File: config.mk
export PLATFORM = sky130hd
export DESIGN_NAME = multi_io_deglitch_flat
export DESIGN_NICKNAME = d
export VERILOG_FILES = /design/src/rtl/multi_io_deglitch_if.sv /design/src/rtl/multi_io_deglitch.sv /design/src/flat_wrapper.sv
export SDC_FILE = /design/constraint.sdc
export NUM_CORES = 1
export LEC_CHECK = 0
export ABC_AREA = 1
export BUFFER_PORTS_ARGS = -buffer_cell sky130_fd_sc_hd__buf_4
export CORE_ASPECT_RATIO = 0.8
export CORE_MARGIN = 2
export CORE_UTILIZATION = 64
export CTS_CLUSTER_SIZE = 30
export DETAILED_ROUTE_END_ITERATION = 7
export PLACE_DENSITY = 0.85
export SYNTH_ARGS = -nofsm -noshare
export SYNTH_HDL_FRONTEND = slang
export SYNTH_SLANG_ARGS = --single-unit
File: constraint.sdc
create_clock -name clk -period 6.53 [get_ports clk]
set_input_delay 1.306 -clock clk [delete_from_list [all_inputs] [get_ports clk]]
set_output_delay 1.306 -clock clk [all_outputs]
set_load 0.005 [all_outputs]
File: src/rtl/multi_io_deglitch_if.sv
// multi_io_deglitch_if
//   Groups the per-channel data and control signals of multi_io_deglitch.
//   Signals:
//     in          raw asynchronous channel inputs        (master -> slave)
//     bypass      per-channel filter bypass               (master -> slave)
//     glitch_clr  synchronous clear of glitch_cnt         (master -> slave)
//     out         filtered channel levels                 (slave -> master)
//     rise        1-cycle pulse when out[i] goes 0->1     (slave -> master)
//     fall        1-cycle pulse when out[i] goes 1->0     (slave -> master)
//     glitch_cnt  saturating glitch-reject cycle count    (slave -> master)
interface multi_io_deglitch_if #(
  parameter int unsigned NUM_CH = 4
) ();

  logic [NUM_CH-1:0] in;
  logic [NUM_CH-1:0] bypass;
  logic              glitch_clr;
  logic [NUM_CH-1:0] out;
  logic [NUM_CH-1:0] rise;
  logic [NUM_CH-1:0] fall;
  logic [7:0]        glitch_cnt;

  modport master (
    output in,
    output bypass,
    output glitch_clr,
    input  out,
    input  rise,
    input  fall,
    input  glitch_cnt
  );

  modport slave (
    input  in,
    input  bypass,
    input  glitch_clr,
    output out,
    output rise,
    output fall,
    output glitch_cnt
  );

endinterface

File: src/rtl/multi_io_deglitch.sv
// multi_io_deglitch
//   N-channel debounce/deglitch filter for slow board-level control inputs.
//   Each channel: 2-flop synchroniser, then a per-channel stability counter. The filtered
//   output only takes a new level once that level has been seen on the synchroniser output
//   for RISE_CNT (0->1) or FALL_CNT (1->0) consecutive cycles. Any break restarts the count.
//   Ports:
//     clk  single clock domain
//     rst  asynchronous, active-high reset
//     bus  multi_io_deglitch_if.slave: in, bypass, glitch_clr -> out, rise, fall, glitch_cnt
module multi_io_deglitch #(
  parameter int unsigned       NUM_CH    = 4,
  parameter int unsigned       RISE_CNT  = 350,
  parameter int unsigned       FALL_CNT  = 350,
  parameter int unsigned       CNT_WIDTH = 10,
  parameter logic [NUM_CH-1:0] RESET_VAL = '0
) (
  input logic                 clk,
  input logic                 rst,
  multi_io_deglitch_if.slave  bus
);

  localparam int unsigned MaxThr = (RISE_CNT > FALL_CNT) ? RISE_CNT : FALL_CNT;

  // The counter must be able to hold threshold-1 without wrapping.
  if (NUM_CH < 1 || RISE_CNT < 1 || FALL_CNT < 1 || CNT_WIDTH < 1 ||
      CNT_WIDTH > 31 || (MaxThr - 1) >= (32'd1 << CNT_WIDTH)) begin : g_param_err
    $error("multi_io_deglitch: invalid NUM_CH/RISE_CNT/FALL_CNT/CNT_WIDTH combination");
  end

  localparam logic [CNT_WIDTH-1:0] RiseLast = CNT_WIDTH'(RISE_CNT - 1);
  localparam logic [CNT_WIDTH-1:0] FallLast = CNT_WIDTH'(FALL_CNT - 1);

  logic [NUM_CH-1:0]    s1_q, s2_q;
  logic [NUM_CH-1:0]    out_q, out_d;
  logic [NUM_CH-1:0]    rise_q, rise_d;
  logic [NUM_CH-1:0]    fall_q, fall_d;
  logic [NUM_CH-1:0]    reject;
  logic [CNT_WIDTH-1:0] cnt_q [NUM_CH];
  logic [CNT_WIDTH-1:0] cnt_d [NUM_CH];
  logic [7:0]           glitch_q, glitch_d;

  // Synchroniser; s1 is the only flop that sees the asynchronous input.
  always_ff @(posedge clk or posedge rst) begin
    if (rst) begin
      s1_q <= RESET_VAL;
      s2_q <= RESET_VAL;
    end else begin
      s1_q <= bus.in;
      s2_q <= s1_q;
    end
  end

  // Per-channel filter next state.
  always_comb begin
    out_d  = out_q;
    reject = '0;
    for (int i = 0; i < int'(NUM_CH); i++) begin
      cnt_d[i] = cnt_q[i];
      if (bus.bypass[i]) begin
        // Pending count is discarded silently; not a glitch.
        out_d[i] = s2_q[i];
        cnt_d[i] = '0;
      end else if (s2_q[i] != out_q[i]) begin
        // While mismatched, s2 is the candidate level, so it selects the threshold.
        if (cnt_q[i] == (s2_q[i] ? RiseLast : FallLast)) begin
          out_d[i] = s2_q[i];
          cnt_d[i] = '0;
        end else begin
          cnt_d[i] = cnt_q[i] + 1'b1;
        end
      end else if (cnt_q[i] != '0) begin
        cnt_d[i]  = '0;
        reject[i] = 1'b1;
      end
    end
    // Pulses registered together with the output update.
    rise_d = out_d & ~out_q;
    fall_d = ~out_d & out_q;
  end

  // One increment per cycle however many channels reject; clear wins.
  always_comb begin
    glitch_d = glitch_q;
    if (bus.glitch_clr) begin
      glitch_d = '0;
    end else if (|reject && glitch_q != 8'hFF) begin
      glitch_d = glitch_q + 8'd1;
    end
  end

  always_ff @(posedge clk or posedge rst) begin
    if (rst) begin
      out_q    <= RESET_VAL;
      rise_q   <= '0;
      fall_q   <= '0;
      glitch_q <= '0;
    end else begin
      out_q    <= out_d;
      rise_q   <= rise_d;
      fall_q   <= fall_d;
      glitch_q <= glitch_d;
    end
  end

  always_ff @(posedge clk or posedge rst) begin
    if (rst) begin
      for (int i = 0; i < int'(NUM_CH); i++) begin
        cnt_q[i] <= '0;
      end
    end else begin
      for (int i = 0; i < int'(NUM_CH); i++) begin
        cnt_q[i] <= cnt_d[i];
      end
    end
  end

  assign bus.out        = out_q;
  assign bus.rise       = rise_q;
  assign bus.fall       = fall_q;
  assign bus.glitch_cnt = glitch_q;

endmodule
File: src/flat_wrapper.sv
// flat-port wrapper written by rule: the top's interface ports become plain ports
module multi_io_deglitch_flat 
#(
  parameter int unsigned       NUM_CH    = 4,
  parameter int unsigned       RISE_CNT  = 350,
  parameter int unsigned       FALL_CNT  = 350,
  parameter int unsigned       CNT_WIDTH = 10,
  parameter logic [NUM_CH-1:0] RESET_VAL = '0
)
  (clk, rst, bus_in, bus_bypass, bus_glitch_clr, bus_out, bus_rise, bus_fall, bus_glitch_cnt);
  multi_io_deglitch_if #(.NUM_CH(NUM_CH)) bus_i ();
  input logic clk;
  input logic rst;
  input wire logic [$bits(bus_i.in)-1:0] bus_in;
  input wire logic [$bits(bus_i.bypass)-1:0] bus_bypass;
  input wire logic [$bits(bus_i.glitch_clr)-1:0] bus_glitch_clr;
  output wire logic [$bits(bus_i.out)-1:0] bus_out;
  output wire logic [$bits(bus_i.rise)-1:0] bus_rise;
  output wire logic [$bits(bus_i.fall)-1:0] bus_fall;
  output wire logic [$bits(bus_i.glitch_cnt)-1:0] bus_glitch_cnt;
  assign bus_i.in = bus_in;
  assign bus_i.bypass = bus_bypass;
  assign bus_i.glitch_clr = bus_glitch_clr;
  assign bus_out = bus_i.out;
  assign bus_rise = bus_i.rise;
  assign bus_fall = bus_i.fall;
  assign bus_glitch_cnt = bus_i.glitch_cnt;
  multi_io_deglitch #(.NUM_CH(NUM_CH), .RISE_CNT(RISE_CNT), .FALL_CNT(FALL_CNT), .CNT_WIDTH(CNT_WIDTH), .RESET_VAL(RESET_VAL)) u_core (.clk(clk), .rst(rst), .bus(bus_i));
endmodule
==> impl_metrics.py, run 1 <==
metrics = {
    "clock_tree": {
        "clockRootBuffer": "clkbuf_8",
        "numClockSinks": 68,
        "cts_tree": "done",
        "cts_max_path_buffers": 2,
        "h-tree-depth": 3,
        "clock_latency_ns": 0.34,
        "cts_hold_buf": 0,
        "cts_resized": 0,
        "cts_setup_buffers": 0,
        "clkTransAtPathRegs_ns": 0.07,
        "cts_buffers": 9,
    },
    "worst_setup_path": {
        "cp-start-kind": "flip-flop",
        "cp_slowest_cell": "dfrtp_1",
        "path_delay_family": "flip-flops",
        "max_stage_delay_ns": 0.52,
        "cp_max_fo": 6,
        "worstSetupPathType": "flip-flop to primary output",
        "end_kind": "primary output",
        "critPathBufInv": 1,
        "crit_required_ns": 5.22,
        "crit_chain": "buf_4",
        "cp.arrival_ns": 1.03,
        "rrSetupSlack_ns": 4.85,
    },
    "sta": {
        "finClkSkew_ns": 0.00813,
        "fmax_mhz": 429,
        "tightest_slew_ns": 0.805,
        "final_max_slew_viol_count": 0,
        "finalSetupViolations": 0,
        "min_period_ns": 2.33,
        "hold_viol_final": 0,
        "setup_tns_ns": 0,
        "period_share_pct": 35.7,
        "slew_headroom_pct": 46.3,
        "rsz0062_at_grt": "false",
    },
    "route": {
        "wl_microns": 6350,
        "ant_nets": 0,
        "num_vias": 2671,
        "detail_route.first_pass.iterations": 4,
        "drc": 0,
        "vias_per_cell": 5.15,
        "wire_per_inst_microns": 12.2,
        "drt_iter0_drc": 190,
    },
    "power_and_ir_drop": {
        "seq_power_share_pct": 51.6,
        "ir_drop_mv": 0.173,
        "p_comb_share_pct": 17.0,
        "p_leak_nw": 1.95,
        "p_switching_mw": 0.268,
        "p_int_mw": 0.641,
        "swShare_pct": 29.5,
        "p_per_area_nw_per_um2": 230,
        "p_clk_share_pct": 31.4,
    },
    "layout": {
        "drive_gt1_share_pct": 15.4,
        "syn_to_final_growth_pct": 13.1,
        "final_util_pct": 73.6,
        "nFillCells": 391,
        "nets": 473,
        "antennaDiodeCount": 0,
    },
    "global_routing": {
        "grt_pass1_wl_microns": 10900,
        "grt_util_all_layers_pct": 22.9,
        "first_global_vias": 2533,
        "overflow": 0,
        "antenna_found_initial": 0,
        "grt_max_degree": 69,
    },
    "die": {
        "die_w_microns": 86.7,
        "ios": 31,
        "rows": 24,
        "core_area_sq_um": 5380,
        "dieArea_sq_um": 6080,
        "chipHeight_microns": 70.1,
        "initial_utilization_pct": 65.1,
    },
    "yosys": {
        "synth.cells.most_frequent": "76 x nor2_1, 68 x dfrtp_1, 67 x nand2_1, 60 x inv_1, 19 x nand3_1",
        "synthCells": 409,
        "synth.avg_cell_area_sq_um": 8.55,
        "ys_types": 34,
        "syn_area_sq_um": 3500,
        "yosysWarnings": 0,
        "synth.most_common_cell": "nor2_1",
        "synth_edf_count": 0,
        "ys_ff_latch": 68,
        "async_flop_share_pct": 100,
        "synth_seq_area_share_pct": 48.6,
        "synth_ff_type": "dfrtp_1",
        "yosys.area.top_type": "dfrtp_1",
        "ys_top_cells_by_area": "dfrtp_1 49%, nor2_1 8.2%, nand2_1 7.2%",
        "synth_top_area_share_pct": 48.6,
        "synth_nets": 433,
    },
    "placed_design": {
        "port_buffers": 30,
        "dp_hpwl_microns": 4580,
        "globalplace.congestion": 0.844,
    },
    "run": {
        "drv_cap": 0,
    },
    "outcome": {
        "status": "finished clean",
    },
    "hold_path": {
        "hold_class": "flip-flop to flip-flop",
    },
}
-- routing by layer --
layer | GRT usage [%] | routed length [microns]
met4 | 7.12 | 62
met1 | 29.4 | 3090
met2 | 36.7 | 2920
met3 | 7.92 | 278
met5 | 0 | 0
-- through the flow --
step | total power [mW] | std cells | cell area [sq um] | setup WS (ns) | hold slack [ns]
finish | 0.909 | 519 | 3960 | 4.20 | 0.348
floorplan | 0.580 | 409 | 3500 | 3.51 | 0.331
global route | 0.959 | 519 | 3960 | 4.15 | 0.362
CTS | 0.918 | 519 | 3960 | 4.18 | 0.352
detailed placement | 0.629 | 503 | 3800 | 4.20 | 0.336
global placement | 0.623 | 503 | 3800 | 4.23 | 0.332
-- cell families after synthesis --
| group | share of synthesized area [%] |
|---|---|
| xor gates and xnor gates | 5.01 |
| AOI/OAI and AO/OA | 5.22 |
| muxes | 0.286 |
| buffers and inverters | 7.01 |
| DFF | 48.6 |
| and+or+nand+nor | 29.2 |
| adders and majority gates | 4.65 |
-- power groups by stage --
stage	sequential (mW)	clock (mW)	combinational (mW)
6_report	0.469	0.285	0.155
5_1_grt	0.472	0.311	0.175
4_1_cts	0.468	0.294	0.156
3_5_place_dp	0.475	0	0.154
3_3_place_gp	0.474	0	0.149
2_1_floorplan	0.471	0	0.109
-- cell type report --
type / count / area [sq um] / share of cell area, %
inverters: 61 / 229 / 5.79
multi-input cells: 278 / 1550 / 39.2
repair buffers: 31 / 233 / 5.88
clock buffers: 12 / 135 / 3.41
clock inverters: 4 / 26.3 / 0.664
well taps: 65 / 81.3 / 2.06
flip-flops and latches: 68 / 1700 / 43.0
-- cells in the final DEF (no fill, tap or decap) --
cell and instances:
a211oi_1 1, a21oi_1 10, a31oi_1 6, a32o_1 1, and3_1 1, buf_4 31
clkbuf_1 3, clkbuf_8 9, clkinv_2 2, clkinv_4 1, clkinvlp_4 1, dfrtp_1 68
ha_1 13, inv_1 59, inv_2 2, mux2i_1 1, nand2_1 67, nand2_4 1
nand2_8 1, nand3_1 19, nand3_2 7, nand3b_1 1, nand4_1 15, nand4_4 1
nor2_1 76, nor2_2 7, nor2_4 1, nor3_1 8, nor3_2 2, nor3_4 1
nor3b_1 2, o21ai_0 11, o21ai_2 1, o21bai_1 1, o22ai_1 1, or2_2 2
xnor2_1 7, xor2_1 13
-- path summary, 6_finish.rpt --
path,endpoint,startpoint,cells after the start
max,bus_glitch_cnt[5],u_core.bus.glitch_cnt[5],1
min,u_core.s2_q[2],u_core.s1_q[2],0
max reg2reg,u_core.bus.glitch_cnt[5],u_core.bus.glitch_cnt[0],7
min reg2reg,u_core.s2_q[2],u_core.s1_q[2],0
max in group asynchronous,u_core.cnt_q[28],rst,3
min in group asynchronous,u_core.bus.glitch_cnt[0],rst,3
-- state kept, by name, summed over array words and instances, names as in the netlist --
signal / cells
u_core.bus.out: 4
u_core.bus.glitch_cnt: 8
u_core.s2_q: 4
u_core.bus.rise: 4
u_core.s1_q: 4
u_core.bus.fall: 4
u_core.cnt_q: 40
Note: power is estimated with default switching activity, not from simulation.
==> run 2: changes to the inputs <==
--- a/config.mk
+++ b/config.mk
@@ -9,10 +9,10 @@
 export BUFFER_PORTS_ARGS = -buffer_cell sky130_fd_sc_hd__buf_4
 export CORE_ASPECT_RATIO = 0.8
 export CORE_MARGIN = 2
-export CORE_UTILIZATION = 64
+export CORE_UTILIZATION = 59
 export CTS_CLUSTER_SIZE = 30
 export DETAILED_ROUTE_END_ITERATION = 7
-export PLACE_DENSITY = 0.85
+export PLACE_DENSITY = 0.79
 export SYNTH_ARGS = -nofsm -noshare
 export SYNTH_HDL_FRONTEND = slang
 export SYNTH_SLANG_ARGS = --single-unit
==> constraint.sdc (replaced) <==
create_clock -name clk -period 2.4 [get_ports clk]
set_input_delay 0.48 -clock clk [delete_from_list [all_inputs] [get_ports clk]]
set_output_delay 0.48 -clock clk [all_outputs]
set_load 0.005 [all_outputs]
==> impl_metrics.py, run 2 (same netlist as run 1, synthesis figures left out) <==
metrics = {
    "placed_design": {
        "globalplace.congestion": 0.844,
        "place_area_sq_um": 3840,
        "port_buffers": 30,
        "dp_hpwl_microns": 4800,
    },
    "sta": {
        "fmax_mhz": 577,
        "slew_headroom_pct": 62.1,
        "period_share_pct": 72.2,
        "finClkSkew_ns": 0.0106,
        "tightest_slew_ns": 0.568,
        "final_max_slew_viol_count": 0,
        "hold_viol_final": 0,
        "rsz0062_at_grt": "false",
        "min_period_ns": 1.73,
        "setup_tns_ns": 0,
        "finalSetupViolations": 0,
    },
    "power_and_ir_drop": {
        "p_leak_nw": 1.99,
        "ir_drop_mv": 0.415,
        "swShare_pct": 27.9,
        "p_switching_mw": 0.759,
        "p_int_mw": 1.97,
        "p_clk_share_pct": 37.5,
        "fin_total_pwr_mw": 2.73,
        "seq_power_share_pct": 46.6,
        "p_per_area_nw_per_um2": 670,
        "p_comb_share_pct": 15.9,
    },
    "die": {
        "dieArea_sq_um": 6570,
        "core_area_sq_um": 5820,
        "initial_utilization_pct": 60.1,
        "rows": 25,
        "ios": 31,
        "die_w_microns": 90.1,
        "chipHeight_microns": 72.9,
    },
    "worst_setup_path": {
        "crit_required_ns": 2.68,
        "max_stage_delay_ns": 0.41,
        "cp.arrival_ns": 2.01,
        "crit_chain": "inv_1 > ha_1 > nand3_1 > nor2_1 > nor2_1 > nor2_2 > nand2_4 > nand2_8 > nand3_2 > nand2_1",
        "end_kind": "flip-flop",
        "cp_max_fo": 8,
        "cp-start-kind": "flip-flop",
        "worstSetupPathType": "flip-flop to flip-flop",
        "critPathMostFrequentCell": "nor2_1",
        "cp_slowest_cell": "dfrtp_1",
        "path_delay_family": "simple AND/OR/NAND/NOR gates",
        "critPathBufInv": 1,
    },
    "layout": {
        "final_util_pct": 69.9,
        "layout_common_cells": "76 x nor2_1, 68 x dfrtp_1, 67 x nand2_1",
        "antennaDiodeCount": 0,
        "syn_to_final_growth_pct": 16.2,
        "drive_gt1_share_pct": 16.4,
        "final_common_cell": "nor2_1",
        "nFillCells": 479,
        "top_register": "u_core.cnt_q",
        "largest_reg_flops": 40,
        "final_area_sq_um": 4070,
        "nets": 475,
    },
    "outcome": {
        "status": "finished clean",
    },
    "route": {
        "num_vias": 2715,
        "wire_per_inst_microns": 12.4,
        "detail_route.first_pass.iterations": 5,
        "drt_iter0_drc": 184,
        "vias_per_cell": 5.06,
        "drc": 0,
        "ant_nets": 0,
        "wl_microns": 6670,
    },
    "global_routing": {
        "grt_max_degree": 27,
        "first_global_vias": 2703,
        "grt_util_all_layers_pct": 22.9,
        "antenna_found_initial": 0,
        "overflow": 0,
        "grt_pass1_wl_microns": 11800,
    },
    "clock_tree": {
        "clock_latency_ns": 0.35,
        "cts_tree": "done",
        "clkTransAtPathRegs_ns": 0.07,
        "cts_max_path_buffers": 2,
        "h-tree-depth": 3,
        "clockRootBuffer": "clkbuf_8",
        "numClockSinks": 68,
        "cts_hold_buf": 0,
        "cts_buffers": 9,
        "cts_setup_buffers": 0,
        "cts_resized": 0,
    },
    "hold_path": {
        "hold_class": "input pin to asynchronous set/reset pin",
    },
    "run": {
        "drv_cap": 0,
    },
}
run 2: cell types whose count changed in the layout (fill, tap and decap cells not counted):
cell       before  now
clkinv_2        2    1
buf_4          31   32
buf_12          0    1
clkbuf_1        3    0
clkinv_4        1    0
clkbuf_8        9   13
bufinv_16       0    1
run 2: worst paths after layout:
check                                 start  slack (ns)  cells past startpoint                       end
setup / recovery           u_core.cnt_q[30]        0.67                     10  u_core.bus.glitch_cnt[6]
hold / removal                          rst        0.15                      2           u_core.cnt_q[2]
setup reg to reg           u_core.cnt_q[30]        0.67                     10  u_core.bus.glitch_cnt[6]
hold reg to reg              u_core.s1_q[1]        0.35                      0            u_core.s2_q[1]
max in group asynchronous               rst        1.69                      3          u_core.cnt_q[36]
min in group clk                  bus_in[1]        0.23                      1            u_core.s1_q[1]
run 2: power groups by stage:
| stage | registers (mW) | logic (mW) | clock network (mW) |
|---|---|---|---|
| 2_1_floorplan | 1.28 | 0.297 | 0 |
| 5_1_grt | 1.28 | 0.492 | 1.09 |
| 4_1_cts | 1.27 | 0.440 | 1.04 |
| 3_5_place_dp | 1.29 | 0.434 | 0 |
| 6_report | 1.27 | 0.433 | 1.02 |
| 3_3_place_gp | 1.29 | 0.417 | 0 |
run 2: layout make-up:
type	instances	area, sq um	share of cell area [%]
Clock buffer	13	179	4.40
Tap cell	81	101	2.49
Sequential cell	68	1700	41.9
Multi-Input combinational cell	278	1550	38.2
Clock inverter	3	42.5	1.05
Timing Repair Buffer	33	260	6.40
Inverter	61	229	5.63
run 2: per-layer routing:
metal,up-vias,GRT usage (%),part of all wire (%)
met5,-,0,0
met4,0,8.03,1.3
met3,10,7.95,4.5
met2,53,40.8,50
met1,1267,26.1,44
li1,1385,-,-
run 2: metrics by stage:
stage	setup slack, ns	hold WS, ns	instances
after floorplan	0.208	0.331	409
after global placement	0.764	0.332	521
after detailed placement	0.732	0.337	521
after CTS	0.689	0.137	537
after global routing	0.566	0.152	537
final	0.668	0.146	537
==> run 3: changes to the inputs <==
==> constraint.sdc (replaced) <==
create_clock -name clk -period 1.75 [get_ports clk]
set_input_delay 0.35 -clock clk [delete_from_list [all_inputs] [get_ports clk]]
set_output_delay 0.35 -clock clk [all_outputs]
set_load 0.005 [all_outputs]
==> impl_metrics.py, run 3 (same netlist as run 1, synthesis figures left out) <==
metrics = {
    "power_and_ir_drop": {
        "p_leak_nw": 2.00,
        "swShare_pct": 27.1,
        "p_int_mw": 2.79,
        "p_comb_share_pct": 16.5,
        "p_switching_mw": 1.04,
        "ir_drop_mv": 0.559,
        "seq_power_share_pct": 45.4,
        "p_per_area_nw_per_um2": 931,
        "p_clk_share_pct": 38.1,
    },
    "die": {
        "ios": 31,
        "core_area_sq_um": 5820,
        "chipHeight_microns": 72.9,
        "dieArea_sq_um": 6570,
        "initial_utilization_pct": 60.1,
        "rows": 25,
        "die_w_microns": 90.1,
    },
    "worst_setup_path": {
        "critPathLaunch": "u_core.cnt_q[31]",
        "cp-start-kind": "flip-flop",
        "worstSetupPathType": "flip-flop to flip-flop",
        "cp_max_fo": 8,
        "rr_worst_depth": 10,
        "regToRegStartpoint": "u_core.cnt_q[31]",
        "cp.arrival_ns": 1.92,
        "crit_required_ns": 2.02,
        "end_kind": "flip-flop",
    },
    "sta": {
        "final_max_slew_viol_count": 0,
        "finalSetupViolations": 0,
        "slew_headroom_pct": 63.0,
        "tightest_slew_ns": 0.554,
        "min_period_ns": 1.64,
        "period_share_pct": 94.0,
        "finClkSkew_ns": 0.00620,
        "setup_tns_ns": 0,
        "hold_viol_final": 0,
        "fmax_mhz": 608,
    },
    "layout": {
        "final_util_pct": 70.7,
        "multi_input_area_sq_um": 1560,
        "final_cells": 539,
        "final_common_cell": "nor2_1",
        "nFillCells": 450,
        "top_register": "u_core.cnt_q",
        "layout_common_cells": "73 x nor2_1, 67 x nand2_1, 67 x dfrtp_1",
        "largest_reg_flops": 40,
        "syn_to_final_growth_pct": 17.5,
        "antennaDiodeCount": 0,
        "nets": 477,
        "drive_gt1_share_pct": 17.7,
        "seqCellArea_sq_um": 1700,
    },
    "route": {
        "vias_per_cell": 5.10,
        "drt_iter0_drc": 127,
        "wire_per_inst_microns": 12.1,
        "drc": 0,
        "num_vias": 2748,
        "wl_microns": 6520,
        "ant_nets": 0,
        "detail_route.first_pass.iterations": 5,
    },
    "placed_design": {
        "placed_cells": 522,
        "port_buffers": 30,
        "dp_hpwl_microns": 4780,
        "globalplace.congestion": 0.909,
    },
    "clock_tree": {
        "clkTransAtPathRegs_ns": 0.07,
        "cts_tree": "done",
        "cts_max_path_buffers": 2,
        "clock_latency_ns": 0.34,
        "h-tree-depth": 3,
        "cts_buffers": 9,
        "numClockSinks": 68,
        "clockRootBuffer": "clkbuf_8",
    },
    "global_routing": {
        "antenna_found_initial": 0,
        "grt_util_all_layers_pct": 21.6,
        "first_global_vias": 2555,
        "grt_max_degree": 26,
        "grt_pass1_wl_microns": 11200,
        "overflow": 0,
    },
    "run": {
        "drv_cap": 0,
    },
    "hold_path": {
        "hold_class": "input pin to asynchronous set/reset pin",
    },
    "outcome": {
        "status": "finished clean",
    },
}
## run 3: worst max-delay path, cell delays in order, from the launching register on
cell,delay [ns]
dfrtp_1,0.41
inv_1,0.13
ha_1,0.17
nand3_1,0.09
nor2_2,0.12
nor2_1,0.07
nor2_2,0.19
nand2_4,0.13
nand2_8,0.12
nand3_2,0.06
nand2_1,0.09
## run 3: final timing paths
kind,end,slack (ns)
setup reg to reg,u_core.bus.glitch_cnt[4],0.11
hold / removal,u_core.bus.out[0],0.04
setup / recovery,u_core.bus.glitch_cnt[4],0.11
hold reg to reg,u_core.s2_q[3],0.35
max in group asynchronous,u_core.cnt_q[24],1.23
min in group clk,u_core.s1_q[0],0.11
## run 3: layer usage
metal / global-route usage (%) / up-vias / wire length [microns]
li1: - / 1390 / -
met1: 27.3 / 1278 / 2950
met2: 35.3 / 67 / 3130
met3: 7.85 / 13 / 324
met4: 7.35 / 0 / 118
met5: 0 / - / 0
## run 3: repair_timing
action,4_1_cts,5_1_grt
buffers inserted,0,1
resized for setup,0,6
hold buffers,0,0
endpoints found under the setup margin,0,16
## run 3: layout make-up
cell class,instances,area share [%]
Clock buffer,13,3.86
Timing Repair Buffer,35,7.00
Tap cell,81,2.47
Multi-Input combinational cell,278,37.9
Clock inverter,3,1.67
Sequential cell,68,41.4
Inverter,61,5.66
## run 3: power groups by stage
stage / combinational [mW] / clock, mW / sequential (mW)
after floorplan: 0.407 / 0 / 1.76
after global placement: 0.591 / 0 / 1.76
after detailed placement: 0.617 / 0 / 1.77
after CTS: 0.625 / 1.50 / 1.74
after global routing: 0.717 / 1.56 / 1.75
final: 0.631 / 1.46 / 1.74
## run 3: metrics by stage
stage	power, mW	instance area (sq um)	hold WS, ns	worst slack, ns
after floorplan	2.17	3500	0.331	0.312
after global placement	2.35	3870	0.336	0.177
after detailed placement	2.38	3870	0.340	0.110
after CTS	3.86	4100	0.0452	0.0696
after global routing	4.03	4110	0.0545	-0.0151
final	3.83	4110	0.0428	0.106
